==> src/rtl/wb_gpio_seq_if.sv <==
// wb_gpio_seq_if: 8-bit Wishbone link between the sequencer and a GPIO core
interface wb_gpio_seq_if;
    logic       cyc;
    logic       stb;
    logic       we;
    logic       adr;
    logic [7:0] dat_o;
    logic [7:0] dat_i;
    logic       ack;
    logic       err;
    modport master (output cyc, stb, we, adr, dat_o, input dat_i, ack, err);
    modport slave  (input cyc, stb, we, adr, dat_o, output dat_i, ack, err);
endinterface

==> src/rtl/wb_gpio_seq.sv <==
// wb_gpio_seq: Wishbone master that steps a pattern table out to a GPIO core and samples its input
module wb_gpio_seq #(
    parameter int ACK_TIMEOUT = 16,
    parameter int PAT_DEPTH   = 4,
    localparam int AW = (PAT_DEPTH > 1) ? $clog2(PAT_DEPTH) : 1,
    localparam int TW = $clog2(ACK_TIMEOUT + 1)
) (
    input  logic          i_clk,
    input  logic          i_reset_n,
    input  logic          i_start,
    input  logic          i_stop,
    input  logic [7:0]    i_dir,
    input  logic [15:0]   i_period,
    input  logic [AW-1:0] i_len,
    input  logic          i_pat_we,
    input  logic [AW-1:0] i_pat_addr,
    input  logic [7:0]    i_pat_data,
    wb_gpio_seq_if.master wb,
    output logic          o_busy,
    output logic [7:0]    o_in_data,
    output logic          o_change,
    output logic          o_err
);
    typedef enum logic [2:0] {IDLE, DIR, OUT, IN, WAIT} state_t;
    state_t        state;
    logic [7:0]    pat [PAT_DEPTH];
    logic [AW-1:0] idx, len_q, idx_nx;
    logic [15:0]   per_q, wcnt;
    logic [TW-1:0] tcnt;
    logic          stop_q, first_q, fail, term;
    // len_q of 0 wraps len_q-1 to the last entry, so it naturally means the full table
    assign idx_nx = (idx == len_q - AW'(1)) ? '0 : idx + AW'(1);
    assign fail   = wb.err || (!wb.ack && tcnt == TW'(ACK_TIMEOUT - 1));
    assign term   = wb.stb && (wb.ack || fail);
    assign o_busy = state != IDLE;
    // pattern table write port, usable in every state
    always_ff @(posedge i_clk) begin
        if (!i_reset_n)
            for (int i = 0; i < PAT_DEPTH; i++) pat[i] <= '0;
        else if (i_pat_we)
            pat[i_pat_addr] <= i_pat_data;
    end
    // sequencer: each transaction is a setup cycle followed by strobe cycles until termination
    always_ff @(posedge i_clk) begin
        if (!i_reset_n) begin
            state     <= IDLE;
            wb.cyc    <= 1'b0;
            wb.stb    <= 1'b0;
            wb.we     <= 1'b0;
            wb.adr    <= 1'b0;
            wb.dat_o  <= '0;
            idx       <= '0;
            len_q     <= '0;
            per_q     <= '0;
            wcnt      <= '0;
            tcnt      <= '0;
            stop_q    <= 1'b0;
            first_q   <= 1'b0;
            o_in_data <= '0;
            o_change  <= 1'b0;
            o_err     <= 1'b0;
        end else begin
            o_change <= 1'b0;
            case (state)
                IDLE: if (i_start && !i_stop) begin
                    state    <= DIR;
                    wb.adr   <= 1'b1;
                    wb.we    <= 1'b1;
                    wb.dat_o <= i_dir;
                    per_q    <= (i_period == '0) ? 16'd1 : i_period;
                    len_q    <= i_len;
                    idx      <= '0;
                    o_err    <= 1'b0;
                    first_q  <= 1'b1;
                    stop_q   <= 1'b0;
                end
                WAIT: if (i_stop) begin
                    state <= IDLE;
                end else if (wcnt == per_q - 16'd1) begin
                    state    <= OUT;
                    idx      <= idx_nx;
                    wb.adr   <= 1'b0;
                    wb.we    <= 1'b1;
                    wb.dat_o <= pat[idx_nx];
                end else begin
                    wcnt <= wcnt + 16'd1;
                end
                default: begin
                    stop_q <= stop_q | i_stop;
                    if (!wb.stb) begin
                        wb.cyc <= 1'b1;
                        wb.stb <= 1'b1;
                        tcnt   <= '0;
                    end else if (term) begin
                        wb.cyc <= 1'b0;
                        wb.stb <= 1'b0;
                        if (fail) begin
                            o_err <= 1'b1;
                            state <= IDLE;
                        end else begin
                            if (state == IN) begin
                                o_in_data <= wb.dat_i;
                                o_change  <= !first_q && (wb.dat_i != o_in_data);
                                first_q   <= 1'b0;
                            end
                            if (stop_q || i_stop) begin
                                state <= IDLE;
                            end else if (state == DIR) begin
                                state    <= OUT;
                                wb.adr   <= 1'b0;
                                wb.dat_o <= pat[idx];
                            end else if (state == OUT) begin
                                state <= IN;
                                wb.we <= 1'b0;
                            end else begin
                                state <= WAIT;
                                wcnt  <= '0;
                            end
                        end
                    end else begin
                        tcnt <= tcnt + TW'(1);
                    end
                end
            endcase
        end
    end
endmodule
==> src/flat_wrapper.sv <==
// flat-port wrapper written by rule: the top's interface ports become plain ports
module wb_gpio_seq_flat 
#(
    parameter int ACK_TIMEOUT = 16,
    parameter int PAT_DEPTH   = 4,
    localparam int AW = (PAT_DEPTH > 1) ? $clog2(PAT_DEPTH) : 1,
    localparam int TW = $clog2(ACK_TIMEOUT + 1)
)
  (i_clk, i_reset_n, i_start, i_stop, i_dir, i_period, i_len, i_pat_we, i_pat_addr, i_pat_data, o_busy, o_in_data, o_change, o_err, wb_cyc, wb_stb, wb_we, wb_adr, wb_dat_o, wb_dat_i, wb_ack, wb_err);
  wb_gpio_seq_if wb_i ();
  input  logic i_clk;
  input  logic i_reset_n;
  input  logic i_start;
  input  logic i_stop;
  input  logic [7:0] i_dir;
  input  logic [15:0] i_period;
  input  logic [AW-1:0] i_len;
  input  logic i_pat_we;
  input  logic [AW-1:0] i_pat_addr;
  input  logic [7:0] i_pat_data;
  output logic o_busy;
  output logic [7:0] o_in_data;
  output logic o_change;
  output logic o_err;
  output wire logic [$bits(wb_i.cyc)-1:0] wb_cyc;
  output wire logic [$bits(wb_i.stb)-1:0] wb_stb;
  output wire logic [$bits(wb_i.we)-1:0] wb_we;
  output wire logic [$bits(wb_i.adr)-1:0] wb_adr;
  output wire logic [$bits(wb_i.dat_o)-1:0] wb_dat_o;
  input wire logic [$bits(wb_i.dat_i)-1:0] wb_dat_i;
  input wire logic [$bits(wb_i.ack)-1:0] wb_ack;
  input wire logic [$bits(wb_i.err)-1:0] wb_err;
  assign wb_cyc = wb_i.cyc;
  assign wb_stb = wb_i.stb;
  assign wb_we = wb_i.we;
  assign wb_adr = wb_i.adr;
  assign wb_dat_o = wb_i.dat_o;
  assign wb_i.dat_i = wb_dat_i;
  assign wb_i.ack = wb_ack;
  assign wb_i.err = wb_err;
  wb_gpio_seq #(.ACK_TIMEOUT(ACK_TIMEOUT), .PAT_DEPTH(PAT_DEPTH)) u_core (.i_clk(i_clk), .i_reset_n(i_reset_n), .i_start(i_start), .i_stop(i_stop), .i_dir(i_dir), .i_period(i_period), .i_len(i_len), .i_pat_we(i_pat_we), .i_pat_addr(i_pat_addr), .i_pat_data(i_pat_data), .wb(wb_i), .o_busy(o_busy), .o_in_data(o_in_data), .o_change(o_change), .o_err(o_err));
endmodule
==> config.mk <==
export PLATFORM = sky130hd
export DESIGN_NAME = wb_gpio_seq_flat
export DESIGN_NICKNAME = d
export VERILOG_FILES = /design/src/rtl/wb_gpio_seq_if.sv /design/src/rtl/wb_gpio_seq.sv /design/src/flat_wrapper.sv
export SDC_FILE = /design/constraint.sdc
export NUM_CORES = 1
export LEC_CHECK = 0
export ABC_AREA = 1
export BUFFER_PORTS_ARGS = -buffer_cell sky130_fd_sc_hd__buf_4
export CAP_MARGIN = 25
export CORE_ASPECT_RATIO = 0.8
export CORE_UTILIZATION = 48
export CTS_CLUSTER_SIZE = 40
export DETAILED_ROUTE_END_ITERATION = 10
export MAX_ROUTING_LAYER = met4
export PLACE_DENSITY = 0.69
export REMOVE_ABC_BUFFERS = 1
export SLEW_MARGIN = 10
export SYNTH_ARGS = -nofsm -noshare
export SYNTH_HDL_FRONTEND = slang
export SYNTH_SLANG_ARGS = --single-unit
export TNS_END_PERCENT = 1
==> constraint.sdc <==
create_clock -name i_clk -period 2.25 [get_ports i_clk]
set_input_delay 0.45 -clock i_clk [delete_from_list [all_inputs] [get_ports i_clk]]
set_output_delay 0.45 -clock i_clk [all_outputs]
set_load 0.005 [all_outputs]
==> metrics <==
status=finished, final reports clean; final hold viol count=0; Syn. warnings=0; n_diodes=0; Post-DP HPWL=12300 um; Data arrival, critical path=2.37 ns; Iter 0 DRT Violations=576; Cell Chain, Critical Path=nor2_2, nand2_1, nor2_1, nand2_1, nand2_1, nand3_1, nor2_1, nand2_1, nor2_4, nand4_4, clkbuf_16, nand3_2, a21oi_2; DR WL/cell=15.0 um; synthesized cell area=0.00617 mm^2; Num Clock Sinks=102; port buffer count=73; hold_buf cts=0; Post-Layout Cell Count=1139; CTS Root Cell=clkbuf_16; cell area power density=713 mW/mm^2; vias after detailed routing=6136; Core Box Area=0.0123 mm^2; Setup crit start=u_core.per_q[7]; Seq/Total Area, Yosys=0.383; Max Cap Violations=0; wire length of the first global-routing pass=26200 um; CP max stage cell=dfxtp_1; Max VDD drop=0.407 mV; RR Startpoint=u_core.per_q[7]; largest net degree at the start of global routing=36; Critical Path RT=2.49 ns; IO Pins=74; antenna-violating nets left=0; DIE WIDTH=129 um; Tcrit/Tclk final=0.949; min-delay worst type=primary input to flop; fin nets=1018; synth cell count leaders=172 x nand2_1, 146 x nor2_1, 83 x inv_1, 73 x nand3_1, 70 x dfxtp_1; CP max FO=5; die area=0.0133 mm^2; unrepaired setup endpoints after global routing=true; DIE HEIGHT=103 um; max_slew headroom=0.594; antenna violations before repair=0; Synth Flop Type=dfxtp_1; GP Congestion=0.912; total power=5.41 mW; fmax=468 MHz; cell count after placement=1114; Vias/cell=5.39; clk_lat worst skew=0.35 ns; Synth top area share=0.227; Worst-Margin Slew=0.608 ns; total CTS buffers=9; Worst Skew=0.00723 ns; all-layer global routing usage=0.265; share of cells above drive strength 1=0.228; Syn-to-layout area delta=22.9%; Max Slew Vio Count=0; Post-synth EDFFs=32; Critical Path Sink Type=flop; Mapped Cells=874; Async S/R FF share, synth=0; most used cell, CP=nand2_1; H-tree depth=3; top cells by area, synth=dfxtp_1 23%, edfxtp_1 16%, nand2_1 10%; final setup vio count=0; Routed WL=17100 um; CP Class=flop to flop; syn avg cell area=7.06 um^2; Pre-antenna DRT Iters=6; HP Start=i_period[1]; top-count cell post-synth=nand2_1; fin area=0.00758 mm^2; CTS clock-pin slew for the worst setup and hold paths=0.07 ns; row cnt=36; GRT overflow=0; TritonCTS clock tree=done; worst-case clock buffer depth=2; vias in the first global route=5253; Unique masters post-synth=48; Worst path max stage delay=0.36 ns; Critical Path Start Type=flop; Yosys top cell by area=dfxtp_1; minimum clock period=2.14 ns; hold_ws=0.341 ns; Area after DPL=0.00702 mm^2; initial core utilization=0.500; leak pwr=3.21 nW; Yosys reg bits=102; Remaining DRCs=0
[kinds of logic after synthesis]
family                   count (synthesis)  synth area share
XOR/XNOR                                30            0.0426
adder cells (fa/ha/maj)                  4           0.00811
buffers and inverters                  128            0.0860
AND/OR/NAND/NOR                        478             0.351
AO/OA/AOI/OAI                          132             0.130
flip-flops                             102             0.383
[critical path, delay by kind of cell, from the launching register on]
| family | cells | cell delay [ns] |
|---|---|---|
| compound gates | 1 | 0.05 |
| buf+inv | 1 | 0.25 |
| flops | 1 | 0.36 |
| simple gates | 11 | 1.36 |
[cells in the final DEF, fill, tap and decap left out, types with 2 or more instances in the layout]
master     count
o21ai_0       48
inv_4          2
nor3_1        16
buf_12         2
inv_2          7
clkbuf_16     10
nor3_4         2
nand2_1      170
nand3b_1       3
xnor2_1        4
clkinv_1       2
buf_4        109
xor2_1        26
dfxtp_1       66
a21oi_1       35
a32o_1         6
edfxtp_1      32
nand2_2       16
ha_1           3
nor4_1         9
a21oi_2       15
a31oi_1        8
nand2_8        2
o211ai_1       6
nand3_2       13
clkinv_4       2
nor2_2        15
dfxtp_2        4
nor2_1       139
nand4_1       21
nand3_1       60
inv_1         80
o21ai_1        5
or2_2          2
nor2_4         7
[per-stage QoR]
| step | setup slack (ns) | util | TNS [ns] |
|---|---|---|---|
| CTS | 0.0766 | 0.594 | 0 |
| global route | -0.0349 | 0.614 | -0.327 |
| detailed placement | 0.0934 | 0.569 | 0 |
| finish | 0.114 | 0.614 | 0 |
| floorplan | -0.502 | - | -4.25 |
| global placement | 0.150 | 0.569 | 0 |
[state kept, by name, indices dropped and copies added, names as in the netlist, named ones only]
| name | count |
|---|---|
| u_core.wb.we | 1 |
| u_core.wb.cyc | 1 |
| u_core.pat | 32 |
| u_core.wb.adr | 1 |
| u_core.wb.stb | 1 |
| u_core.o_change | 1 |
| u_core.idx | 2 |
| u_core.first_q | 1 |
| u_core.per_q | 16 |
| u_core.stop_q | 1 |
| u_core.len_q | 2 |
| u_core.wcnt | 16 |
| u_core.o_err | 1 |
| u_core.wb.dat_o | 8 |
| u_core.state | 3 |
| u_core.o_in_data | 8 |
| u_core.tcnt | 5 |
[metal layers]
metal / vias up / GRT usage / wire [um]
li1: 3075 / - / -
met1: 2795 / 0.394 / 8600
met2: 247 / 0.355 / 6700
met3: 19 / 0.0586 / 1650
met4: 0 / 0.0670 / 144
met5: - / - / 0
[path summary, 6_finish.rpt]
check / end / slack (ns) / cells past startpoint
setup / recovery: u_core.wcnt[10] / 0.11 / 13
hold / removal: u_core.per_q[1] / 0.34 / 3
setup reg to reg: u_core.wcnt[10] / 0.11 / 13
hold reg to reg: u_core.o_change / 0.46 / 1
[report_power, final]
group / internal, mW / total, mW / switching [mW]
Sequential: 2.05 / 2.18 / 0.130
Clock: 0.876 / 1.62 / 0.740
Combinational: 0.624 / 1.62 / 0.992
Total: 3.55 / 5.41 / 1.86
[what timing repair did]
| item | 4_1_cts | 5_1_grt |
|---|---|---|
| setup endpoints to repair | 0 | 34 |
| setup buffers | 0 | 6 |
| resized for setup | 0 | 46 |
[final cells by class]
cell class	instances	area [um^2]
Tap cell	171	214
Clock inverter	7	80.1
Multi-Input combinational cell	646	3450
Sequential cell	102	2370
Clock buffer	9	225
Inverter	91	347
Timing Repair Buffer	113	898
Fill cell	1185	4760
(Power assumes the default switching activity.)
